### src/rtl/pipe_stage_reg.sv
// pipe_stage_reg
//   Parametrised pipeline-stage register with a valid/ready handshake, used
//   between core stages (IF/ID, ID/EX, EX/MEM, MEM/WB). Carries a payload
//   and a control field. Control bits are forced to zero whenever the stage
//   holds a bubble, so empty or killed slots can never write memory or the
//   register file.
//
//   SKID=1: two entries (main M + skid S). in_ready comes straight from a
//           flop, so the ready path is fully registered.
//   SKID=0: single entry. in_ready = ~M.valid | out_ready (combinational).
//
// Ports
//   clk        rising-edge clock
//   rst        synchronous active-high reset
//   in_valid   upstream has a beat
//   in_ready   stage can accept a beat
//   in_data    upstream payload (never masked)
//   in_ctrl    upstream control bits
//   flush      kill every held beat; a beat accepted in the same cycle is lost
//   out_valid  stage holds a beat for downstream
//   out_ready  downstream accepts
//   out_data   payload of head beat; keeps its last value while empty
//   out_ctrl   control of head beat; all-zero while out_valid=0
//   stall_cnt  saturating count of edges with out_valid=1 and out_ready=0
module pipe_stage_reg #(
  parameter int unsigned DATA_W = 128,
  parameter int unsigned CTRL_W = 12,
  parameter int unsigned SKID   = 1,
  parameter int unsigned CNT_W  = 16
) (
  input  logic              clk,
  input  logic              rst,
  input  logic              in_valid,
  output logic              in_ready,
  input  logic [DATA_W-1:0] in_data,
  input  logic [CTRL_W-1:0] in_ctrl,
  input  logic              flush,
  output logic              out_valid,
  input  logic              out_ready,
  output logic [DATA_W-1:0] out_data,
  output logic [CTRL_W-1:0] out_ctrl,
  output logic [CNT_W-1:0]  stall_cnt
);

  localparam bit HAS_SKID = (SKID != 0);

  // Main entry (drives the outputs)
  logic              m_valid;
  logic [DATA_W-1:0] m_data;
  logic [CTRL_W-1:0] m_ctrl;
  logic              m_valid_nxt;
  logic [DATA_W-1:0] m_data_nxt;
  logic [CTRL_W-1:0] m_ctrl_nxt;

  // Skid entry (stays empty when SKID=0)
  logic              s_valid;
  logic [DATA_W-1:0] s_data;
  logic [CTRL_W-1:0] s_ctrl;
  logic              s_valid_nxt;
  logic [DATA_W-1:0] s_data_nxt;
  logic [CTRL_W-1:0] s_ctrl_nxt;

  logic              in_ready_q;
  logic              accept;
  logic              m_free;

  assign in_ready  = HAS_SKID ? in_ready_q : (~m_valid | out_ready);
  assign accept    = in_valid & in_ready;
  // M can take a new beat at this edge if it is empty or its beat leaves now
  assign m_free    = ~m_valid | out_ready;

  assign out_valid = m_valid;
  assign out_data  = m_data;
  assign out_ctrl  = m_valid ? m_ctrl : '0;

  // Next-state for the storage entries
  always_comb begin
    m_valid_nxt = m_valid;
    m_data_nxt  = m_data;
    m_ctrl_nxt  = m_ctrl;
    s_valid_nxt = s_valid;
    s_data_nxt  = s_data;
    s_ctrl_nxt  = s_ctrl;

    if (HAS_SKID) begin
      if (m_free) begin
        if (s_valid) begin
          // Older skid beat advances first so arrival order is preserved;
          // any beat accepted alongside it takes the skid slot.
          m_valid_nxt = 1'b1;
          m_data_nxt  = s_data;
          m_ctrl_nxt  = s_ctrl;
          s_valid_nxt = accept;
          if (accept) begin
            s_data_nxt = in_data;
            s_ctrl_nxt = in_ctrl;
          end
        end else begin
          m_valid_nxt = accept;
          if (accept) begin
            m_data_nxt = in_data;
            m_ctrl_nxt = in_ctrl;
          end
        end
      end else if (accept) begin
        s_valid_nxt = 1'b1;
        s_data_nxt  = in_data;
        s_ctrl_nxt  = in_ctrl;
      end
    end else begin
      s_valid_nxt = 1'b0;
      if (accept) begin
        m_valid_nxt = 1'b1;
        m_data_nxt  = in_data;
        m_ctrl_nxt  = in_ctrl;
      end else if (m_valid && out_ready) begin
        m_valid_nxt = 1'b0;
      end
    end
  end

  // Storage registers. Flush clears only the valid bits; payload keeps its
  // last value so out_data holds while the stage is empty.
  always_ff @(posedge clk) begin
    if (rst) begin
      m_valid    <= 1'b0;
      m_data     <= '0;
      m_ctrl     <= '0;
      s_valid    <= 1'b0;
      s_data     <= '0;
      s_ctrl     <= '0;
      in_ready_q <= 1'b1;
    end else if (flush) begin
      m_valid    <= 1'b0;
      s_valid    <= 1'b0;
      in_ready_q <= 1'b1;
    end else begin
      m_valid    <= m_valid_nxt;
      m_data     <= m_data_nxt;
      m_ctrl     <= m_ctrl_nxt;
      s_valid    <= s_valid_nxt;
      s_data     <= s_data_nxt;
      s_ctrl     <= s_ctrl_nxt;
      // Registered ready: open exactly when the skid slot will be empty
      in_ready_q <= ~s_valid_nxt;
    end
  end

  // Stall counter: saturating, unaffected by flush
  always_ff @(posedge clk) begin
    if (rst) begin
      stall_cnt <= '0;
    end else if (m_valid && !out_ready && (stall_cnt != '1)) begin
      stall_cnt <= stall_cnt + CNT_W'(1);
    end
  end

endmodule

### config.mk
export PLATFORM = sky130hd
export DESIGN_NAME = pipe_stage_reg
export DESIGN_NICKNAME = d
export VERILOG_FILES = /design/src/rtl/pipe_stage_reg.sv
export SDC_FILE = /design/constraint.sdc
export NUM_CORES = 1
export LEC_CHECK = 0
export ABC_AREA = 0
export CAP_MARGIN = 20
export CORE_ASPECT_RATIO = 0.6
export CORE_MARGIN = 3
export CORE_UTILIZATION = 30
export DETAILED_ROUTE_END_ITERATION = 10
export GPL_TIMING_DRIVEN = 0
export PLACE_DENSITY = 0.53
export SYNTH_ARGS = -nofsm -noshare
export SYNTH_HDL_FRONTEND = slang
export SYNTH_SLANG_ARGS = --single-unit
### constraint.sdc
create_clock -name clk -period 3.5 [get_ports clk]
set_clock_uncertainty 0.1 [all_clocks]
set_input_delay 0.7 -clock clk [delete_from_list [all_inputs] [get_ports clk]]
set_output_delay 0.7 -clock clk [all_outputs]
set_load 0.02 [all_outputs]
==> impl_metrics.py, run 1 <==
metrics = {
    "outcome": {
        "status": "finished, final reports clean",
    },
    "global_route": {
        "antenna_found_initial": 5,
        "grtUsageTotal_pct": 18.5,
        "busiest_layer": "met2",
        "grt_overflow": 0,
        "grt_first_pass_wirelength_mm": 61.9,
        "use_met3_pct": 3.11,
        "grt_max_degree": 15,
        "grtUsageMet1_pct": 27.3,
        "grt_pass1_vias": 10398,
        "use_met2_pct": 28.0,
    },
    "floorplan": {
        "die_w_um": 263,
        "start_util_pct": 31.0,
        "dieArea_mm2": 0.0422,
        "die_h_um": 160,
        "boundaryPins": 303,
        "rows": 55,
        "design.core.area_mm2": 0.0384,
    },
    "clocking": {
        "cts_tree": "yes",
        "clkSinkCount": 299,
        "post_cts_buffers": 0,
        "clkTransAtPathRegs_ps": 60,
        "numCtsBuffers": 31,
        "clk_path_buf_depth": 3,
        "clock_latency_ps": 560,
        "cts_resized": 0,
        "h-tree-depth": 1,
        "holdBufCountCts": 0,
        "clock-root-buffer": "clkbuf_16",
    },
    "synthesis": {
        "synth-seq-cells": 299,
        "synth.cell_area_mm2": 0.0119,
        "yosysSeqAreaShare_pct": 50.2,
        "synth_enable_flop_cells": 0,
        "synthDistinctLibCells": 41,
        "synth_top_area_cell": "dfxtp_1",
        "synth_top_cell_area_share_pct": 50.2,
        "synth_nets": 1498,
        "syn_area_per_cell_um2": 8.82,
        "synthCells": 1352,
        "yosysWarnings": 0,
        "ys.flop_type": "dfxtp_1",
        "synthTopCellsByArea": "dfxtp_1 (50%), mux2i_1 (12%), nand2_1 (9.0%)",
        "async_reset_ff_share_pct": 0,
    },
    "min_path": {
        "hp-class": "reg2reg",
        "hold_path_startpoint": "s_data[20]$_SDFFE_PP0P_",
    },
    "placed_design": {
        "placed_area_mm2": 0.0156,
        "place_inst": 2166,
        "dp_slack_ps": 412,
        "portBuffers": 301,
        "post-dp-hpwl_mm": 30.1,
        "routabilityCongestion": 0.798,
    },
    "drt": {
        "routed_wl_mm": 40.3,
        "drc": 0,
        "viasPerCell": 4.80,
        "vias": 10689,
        "final_antenna_net_count": 0,
        "drt_pre_antenna_iters": 4,
        "routedWlPerCell_um": 18.1,
        "initialDrtViolationCount": 585,
    },
    "sta": {
        "rsz0062_at_grt": "no",
        "clock.fmax_mhz": 333,
        "finalMaxSlewViolations": 0,
        "worst_pin_slew_ps": 994,
        "max_slew_margin_pct": 33.8,
        "setup_ws_ps": 501,
        "finalCritPeriodShare_pct": 85.7,
        "final-hold-violation-count": 0,
        "setup_violations": 0,
        "fin_tns_setup_ps": 0,
        "fin_crit_ps": 3000,
    },
    "layout": {
        "final_area_mm2": 0.0167,
        "final_cells": 2225,
        "multi_input_area_mm2": 0.00538,
        "drive_gt1_share_pct": 7.72,
        "fill_cells": 3785,
        "syn_to_final_growth_pct": 39.8,
        "ff_latch_area_mm2": 0.00599,
        "nNetsFinal": 1832,
    },
    "worst_setup_path": {
        "endpoint_kind": "primary output",
        "critPathMaxFanout": 10,
        "startpoint": "out_valid$_SDFFE_PP0N_",
        "crit_type": "reg2out",
        "crit-reg2reg-launch": "out_valid$_SDFFE_PP0N_",
        "worstPathRequired_ps": 2700,
        "critPathLaunchType": "flop",
        "crit_arrival_ps": 2200,
    },
    "flow_run": {
        "drv_cap": 0,
    },
    "pwr": {
        "vdd_ir_drop_max_mv": 0.338,
        "p_leak_nw": 5.52,
        "p_per_area_mw_per_mm2": 487,
    },
}
==> cells in the mapped netlist, drive strengths merged (2+ instances only) <==
master / n
a211oi: 142
or4: 4
a21oi: 154
mux2i: 141
and2: 14
nand2: 286
or3: 5
nand4: 3
nand3: 7
a311oi: 2
o21ai: 5
nor2: 146
dfxtp: 299
and4: 4
inv: 3
o31ai: 5
nor2b: 3
clkbuf: 42
buf: 72
nor4: 2
==> final timing paths <==
check	endpoint	slack, ps	depth (start not counted)
max	out_ctrl[5]	500	3
min	s_data[20]$_SDFFE_PP0P_	350	2
max reg2reg	s_data[67]$_SDFFE_PP0P_	1140	6
min reg2reg	s_data[20]$_SDFFE_PP0P_	350	2
==> cells in the final DEF, fill, tap and decap left out, types with 6 or more instances in the layout <==
| master | netlist | routed |
|---|---|---|
| dfxtp_1 | 299 | 299 |
| clkinv_2 | 0 | 10 |
| mux2i_1 | 141 | 141 |
| buf_2 | 61 | 61 |
| nor2_1 | 146 | 146 |
| and2_1 | 14 | 14 |
| nand3_1 | 6 | 6 |
| a21oi_1 | 154 | 154 |
| clkbuf_16 | 0 | 31 |
| a211oi_1 | 141 | 141 |
| clkbuf_1 | 42 | 45 |
| nand2_1 | 286 | 286 |
| buf_4 | 8 | 8 |
| clkdlybuf4s50_1 | 0 | 301 |
==> worst max-delay path, cell delays in order (launching register included) <==
cell	delay [ps]
dfxtp_1	490
clkbuf_1	340
and2_1	180
clkdlybuf4s50_1	630
==> power by group <==
part	internal [W]	switching (W)
Clock	0.00209	0.00143
Sequential	0.00353	0.0000767
Combinational	0.000466	0.000522
==> sequential cells by signal (all words and copies together), names as in the netlist <==
name / count
out_data: 128
in_ready: 1
s_ctrl: 12
m_ctrl: 12
stall_cnt: 16
s_data: 128
s_valid: 1
out_valid: 1
==> final cells by class <==
type | count | share of cell area, %
sequential | 299 | 35.9
multi-input combinational | 936 | 32.3
timing repair buffer | 301 | 18.1
clock buffer | 39 | 5.14
tap | 513 | 3.85
buffer | 114 | 3.25
clock inverter | 18 | 1.34
inverter | 3 | 0.0676
antenna | 2 | 0.0300
==> cells by family (layout without fill, tap and decap cells) <==
logic type / after synthesis / after routing / synth area share, %
compound gates: 313 / 313 / 16.5
xor+xnor: 1 / 1 / 0.0735
fa+ha+maj: 1 / 1 / 0.105
buf+inv: 117 / 475 / 4.64
flops: 299 / 299 / 50.2
mux: 142 / 142 / 11.9
other cells: 0 / 2 / 0
simple gates: 479 / 479 / 16.6
==> layer usage <==
layer / vias up / part of all wire [%] / routed length (µm)
li1: 5352 / - / -
met1: 5044 / 50 / 20200
met2: 240 / 43 / 17400
met3: 51 / 4.4 / 1770
met4: 2 / 2.2 / 896
met5: - / 0.050 / 20
==> per-stage QoR <==
step,utilization [%],power [W],hold slack (ps)
finish,43.4,0.00812,353
global route,43.4,0.00844,371
CTS,43.4,0.00823,355
detailed placement,40.6,0.00468,346
global placement,40.6,0.00467,341
floorplan,-,0.00413,336
(Power assumes the default switching activity.)
==> run 2, diff against run 1 <==
--- a/config.mk
+++ b/config.mk
@@ -10,6 +10,8 @@
 export CORE_ASPECT_RATIO = 0.6
 export CORE_MARGIN = 3
 export CORE_UTILIZATION = 30
+export CTS_CLUSTER_DIAMETER = 50
+export CTS_CLUSTER_SIZE = 30
 export DETAILED_ROUTE_END_ITERATION = 10
 export GPL_TIMING_DRIVEN = 0
 export PLACE_DENSITY = 0.53
==> impl_metrics.py, run 2 (same netlist as run 1, synthesis figures left out) <==
metrics = {
    "outcome": {
        "status": "finished, final reports clean",
    },
    "worst_setup_path": {
        "critPathMaxFanout": 10,
        "cpLargestDelayFamily": "buffers and inverters",
        "crit_arrival_ps": 2150,
        "endpoint_kind": "primary output",
        "slowest_delay_ps": 630,
        "crit_chain": "clkbuf_1 -> and2_1 -> clkdlybuf4s50_1",
        "crit_type": "reg2out",
        "critPathLaunchType": "flop",
        "worstPathRequired_ps": 2700,
        "cp_slowest_cell": "clkdlybuf4s50_1",
        "path_buf_inv": 2,
    },
    "placed_design": {
        "portBuffers": 301,
        "placed_area_mm2": 0.0156,
        "routabilityCongestion": 0.798,
        "place_inst": 2166,
        "post-dp-hpwl_mm": 30.1,
    },
    "global_route": {
        "grtUsageTotal_pct": 18.6,
        "antenna_found_initial": 4,
        "grt_first_pass_wirelength_mm": 62.3,
        "grt_overflow": 0,
        "grt_pass1_vias": 10504,
        "grt_max_degree": 15,
    },
    "clocking": {
        "cts_resized": 0,
        "clkSinkCount": 299,
        "numCtsBuffers": 35,
        "post_cts_buffers": 0,
        "clk_path_buf_depth": 3,
        "clkTransAtPathRegs_ps": 60,
        "cts_tree": "yes",
        "clock_latency_ps": 510,
        "h-tree-depth": 2,
        "holdBufCountCts": 0,
        "clock-root-buffer": "clkbuf_16",
    },
    "floorplan": {
        "rows": 55,
        "design.core.area_mm2": 0.0384,
        "die_w_um": 263,
        "boundaryPins": 303,
        "dieArea_mm2": 0.0422,
        "start_util_pct": 31.0,
        "die_h_um": 160,
    },
    "drt": {
        "initialDrtViolationCount": 543,
        "vias": 10656,
        "routed_wl_mm": 40.4,
        "drt_pre_antenna_iters": 5,
        "final_antenna_net_count": 0,
        "drc": 0,
        "routedWlPerCell_um": 18.1,
        "viasPerCell": 4.78,
    },
    "sta": {
        "finalCritPeriodShare_pct": 84.2,
        "setup_violations": 0,
        "final-hold-violation-count": 0,
        "finalMaxSlewViolations": 0,
        "clock.fmax_mhz": 339,
        "rsz0062_at_grt": "no",
        "fin_crit_ps": 2950,
        "max_slew_margin_pct": 33.2,
        "worst_pin_slew_ps": 1000,
        "fin_tns_setup_ps": 0,
    },
    "layout": {
        "syn_to_final_growth_pct": 40.6,
        "multi_input_area_mm2": 0.00538,
        "layout_commonest_cell": "clkdlybuf4s50_1",
        "final_util_pct": 43.7,
        "fill_cells": 3771,
        "nNetsFinal": 1836,
        "drive_gt1_share_pct": 7.93,
        "final_cells": 2230,
        "final_area_mm2": 0.0168,
        "final_cell_mix": "clkdlybuf4s50_1 (301), dfxtp_1 (299), nand2_1 (286)",
        "ff_latch_area_mm2": 0.00599,
    },
    "pwr": {
        "p_leak_nw": 5.55,
        "total_power_w": 0.00836,
        "p_per_area_mw_per_mm2": 498,
        "vdd_ir_drop_max_mv": 0.313,
    },
    "flow_run": {
        "drv_cap": 0,
    },
    "min_path": {
        "hp-class": "reg2reg",
    },
}
run 2: changes by cell type in the layout (fill, tap and decap cells not counted), sizes merged:
cell	previous run	this run
bufinv	5	3
clkbuf	81	86
clkinv	11	9
clkinvlp	2	4
inv	3	5
run 2: worst paths after layout:
check	startpoint	end	slack [ps]	cells past startpoint
hold / removal	s_data[118]$_SDFFE_PP0P_	s_data[118]$_SDFFE_PP0P_	350	2
setup / recovery	out_valid$_SDFFE_PP0N_	out_ctrl[5]	550	3
setup reg to reg	out_valid$_SDFFE_PP0N_	s_data[67]$_SDFFE_PP0P_	1140	6
hold reg to reg	s_data[118]$_SDFFE_PP0P_	s_data[118]$_SDFFE_PP0P_	350	2
run 2: where the power goes:
| group | internal (W) | switching, W | leakage [nW] | total, W |
|---|---|---|---|---|
| Combinational | 0.000466 | 0.000521 | 2.54 | 0.000987 |
| Clock | 0.00223 | 0.00152 | 0.572 | 0.00376 |
| Sequential | 0.00354 | 0.0000765 | 2.44 | 0.00361 |
run 2: layer usage:
| layer | wire length [µm] | part of all wire [%] | vias to the layer above | GRT usage [%] |
|---|---|---|---|---|
| li1 | - | - | 5363 | - |
| met1 | 20300 | 50 | 4998 | 27.5 |
| met2 | 17300 | 43 | 239 | 27.9 |
| met3 | 1830 | 4.5 | 54 | 3.40 |
| met4 | 935 | 2.3 | 2 | 4.65 |
| met5 | 20 | 0.050 | - | 0 |
run 2: metrics by stage:
step / hold slack, ps / setup slack, ps
after detailed placement: 346 / 412
after global routing: 371 / 402
after global placement: 341 / 432
after CTS: 354 / 505
final: 352 / 553
after floorplan: 336 / 1520
run 2: layout make-up:
type / count / area share [%]
clock buffers: 44 / 5.86
plain buffers: 114 / 3.23
well taps: 513 / 3.83
multi-input cells: 936 / 32.1
flip-flops and latches: 299 / 35.7
inverters: 3 / 0.0672
clock inverters: 18 / 1.19
repair buffers: 301 / 18.0
diodes: 2 / 0.0299
run 2: tightest hold or removal path, cell delays in order, from the launching register on:
cell     delay (ps)
dfxtp_1         300
nand2_1          50
a21oi_1          50
==> run 3, diff against run 2 <==
--- a/config.mk
+++ b/config.mk
@@ -14,7 +14,7 @@
 export CTS_CLUSTER_SIZE = 30
 export DETAILED_ROUTE_END_ITERATION = 10
 export GPL_TIMING_DRIVEN = 0
-export PLACE_DENSITY = 0.53
+export PLACE_DENSITY = 0.55
 export SYNTH_ARGS = -nofsm -noshare
 export SYNTH_HDL_FRONTEND = slang
 export SYNTH_SLANG_ARGS = --single-unit
==> constraint.sdc (replaced) <==
create_clock -name clk -period 2.61 [get_ports clk]
set_clock_uncertainty 0.1 [all_clocks]
set_input_delay 0.522 -clock clk [delete_from_list [all_inputs] [get_ports clk]]
set_output_delay 0.522 -clock clk [all_outputs]
set_load 0.02 [all_outputs]
==> impl_metrics.py, run 3 (same netlist as run 1, synthesis figures left out) <==
metrics = {
    "outcome": {
        "status": "finished, final reports clean",
    },
    "floorplan": {
        "design.core.area_mm2": 0.0384,
        "dieArea_mm2": 0.0422,
        "die_w_um": 263,
        "rows": 55,
        "boundaryPins": 303,
        "start_util_pct": 31.0,
        "die_h_um": 160,
    },
    "sta": {
        "setup_ws_ps": 217,
        "setup_violations": 0,
        "finalCritPeriodShare_pct": 91.7,
        "finalMaxSlewViolations": 0,
        "clock.fmax_mhz": 418,
        "max_slew_margin_pct": 40.8,
        "fin_crit_ps": 2390,
        "fin_tns_setup_ps": 0,
        "worst_pin_slew_ps": 888,
        "rsz0062_at_grt": "no",
        "final-hold-violation-count": 0,
    },
    "pwr": {
        "p_per_area_mw_per_mm2": 633,
        "clockPowerShare_pct": 41.1,
        "switchingPower_w": 0.00301,
        "intPower_w": 0.00747,
        "p_leak_nw": 5.57,
        "combPwrFrac_pct": 12.7,
        "seqPwrFrac_pct": 46.2,
        "switching_share_pct": 28.7,
        "vdd_ir_drop_max_mv": 0.402,
    },
    "layout": {
        "fill_cells": 3814,
        "multi_input_area_mm2": 0.00538,
        "final_util_pct": 43.1,
        "ff_latch_area_mm2": 0.00599,
        "final_cell_mix": "dfxtp_1 (298), clkdlybuf4s50_1 (291), nand2_1 (286)",
        "layout_commonest_cell": "dfxtp_1",
        "final_area_mm2": 0.0166,
        "syn_to_final_growth_pct": 39.0,
        "drive_gt1_share_pct": 7.58,
        "nNetsFinal": 1828,
    },
    "drt": {
        "routed_wl_mm": 40.6,
        "drt_pre_antenna_iters": 7,
        "final_antenna_net_count": 0,
        "routedWlPerCell_um": 18.3,
        "drc": 0,
        "vias": 10776,
        "viasPerCell": 4.86,
        "initialDrtViolationCount": 625,
    },
    "clocking": {
        "clock_latency_ps": 560,
        "clkSinkCount": 299,
        "clock-root-buffer": "clkbuf_16",
        "numCtsBuffers": 27,
        "post_cts_buffers": 0,
        "h-tree-depth": 1,
        "cts_tree": "yes",
        "holdBufCountCts": 0,
        "clkTransAtPathRegs_ps": 80,
        "clk_path_buf_depth": 3,
    },
    "placed_design": {
        "placed_area_mm2": 0.0156,
        "portBuffers": 301,
        "dp_slack_ps": -346,
        "routabilityCongestion": 0.785,
        "post-dp-hpwl_mm": 30.3,
    },
    "global_route": {
        "grt_pass1_vias": 10402,
        "antenna_found_initial": 4,
        "grt_first_pass_wirelength_mm": 62.1,
        "grt_max_degree": 26,
        "grtUsageTotal_pct": 18.4,
        "grt_overflow": 0,
    },
    "worst_setup_path": {
        "critPathLaunchType": "flop",
        "crit_arrival_ps": 1770,
        "slowest_delay_ps": 610,
        "endpoint_kind": "primary output",
        "crit_chain": "and2_1 -> clkdlybuf4s50_1",
        "critPathMaxFanout": 7,
        "crit_type": "reg2out",
        "cp_slowest_cell": "clkdlybuf4s50_1",
        "worstPathRequired_ps": 1990,
    },
    "flow_run": {
        "drv_cap": 0,
    },
    "min_path": {
        "hp-class": "reg2reg",
    },
}
-- run 3: cell count changes in the layout (fill, tap and decap cells not counted), moves of 2 or more --
cell and change:
clkdlybuf4s50_1 -10, inv_6 +4, clkinv_4 -3, clkinv_2 -5, clkbuf_8 -2, bufinv_16 -3
inv_16 +2, dlygate4sd2_1 +4, inv_8 +2, inv_12 +2, clkbuf_1 -5, clkbuf_16 -10
clkinv_8 +4, dlymetal6s2s_1 +6
-- run 3: layout make-up --
class,instances,area share (%)
timing repair buffer,301,18.3
buffer,114,3.29
clock buffer,28,4.16
clock inverter,21,1.67
sequential,299,36.1
multi-input combinational,936,32.5
tap,513,3.88
inverter,3,0.0680
antenna,3,0.0453
-- run 3: path summary, 6_finish.rpt --
path | slack (ps) | end | cells past startpoint | startpoint
hold / removal | 360 | s_data[127]$_SDFFE_PP0P_ | 2 | s_data[127]$_SDFFE_PP0P_
setup reg to reg | 340 | s_ctrl[4]$_SDFFE_PP0P_ | 6 | out_valid$_SDFFE_PP0N_
setup / recovery | 220 | out_ctrl[11] | 2 | out_valid$_SDFFE_PP0N_
hold reg to reg | 360 | s_data[127]$_SDFFE_PP0P_ | 2 | s_data[127]$_SDFFE_PP0P_
-- run 3: what timing repair did --
| action | in CTS | in global routing |
|---|---|---|
| setup endpoints to repair | 10 | 6 |
| resized for setup | 7 | 6 |
| cloned | 0 | 0 |
-- run 3: worst max-delay path, delay by kind of cell (launching register included) --
family                 cells  cell delay [ps]
DFF                        1              420
buffers and inverters      1              610
and+or+nand+nor            1              190
-- run 3: routing by layer --
| layer | track usage (%) | up-vias | wire (µm) |
|---|---|---|---|
| met3 | 2.77 | 51 | 1770 |
| met5 | 0 | - | 0 |
| met1 | 26.8 | 5119 | 19900 |
| met2 | 28.6 | 253 | 18100 |
| met4 | 4.30 | 0 | 805 |
| li1 | - | 5353 | - |
-- run 3: power groups by stage --
stage / combinational, W / sequential (W) / clock, W
6_report: 0.00133 / 0.00484 / 0.00431
5_1_grt: 0.00143 / 0.00486 / 0.00462
4_1_cts: 0.00134 / 0.00484 / 0.00443
3_5_place_dp: 0.00134 / 0.00495 / 0
3_3_place_gp: 0.00133 / 0.00494 / 0
2_1_floorplan: 0.000437 / 0.00510 / 0
-- run 3: through the flow --
step           hold WS (ps)  power (W)  instances
2_1_floorplan           336    0.00553       1352
3_3_place_gp            341    0.00627       2166
3_5_place_dp            346    0.00628       2166
4_1_cts                 357     0.0106       2215
5_1_grt                 370     0.0109       2218
6_report                356     0.0105       2218
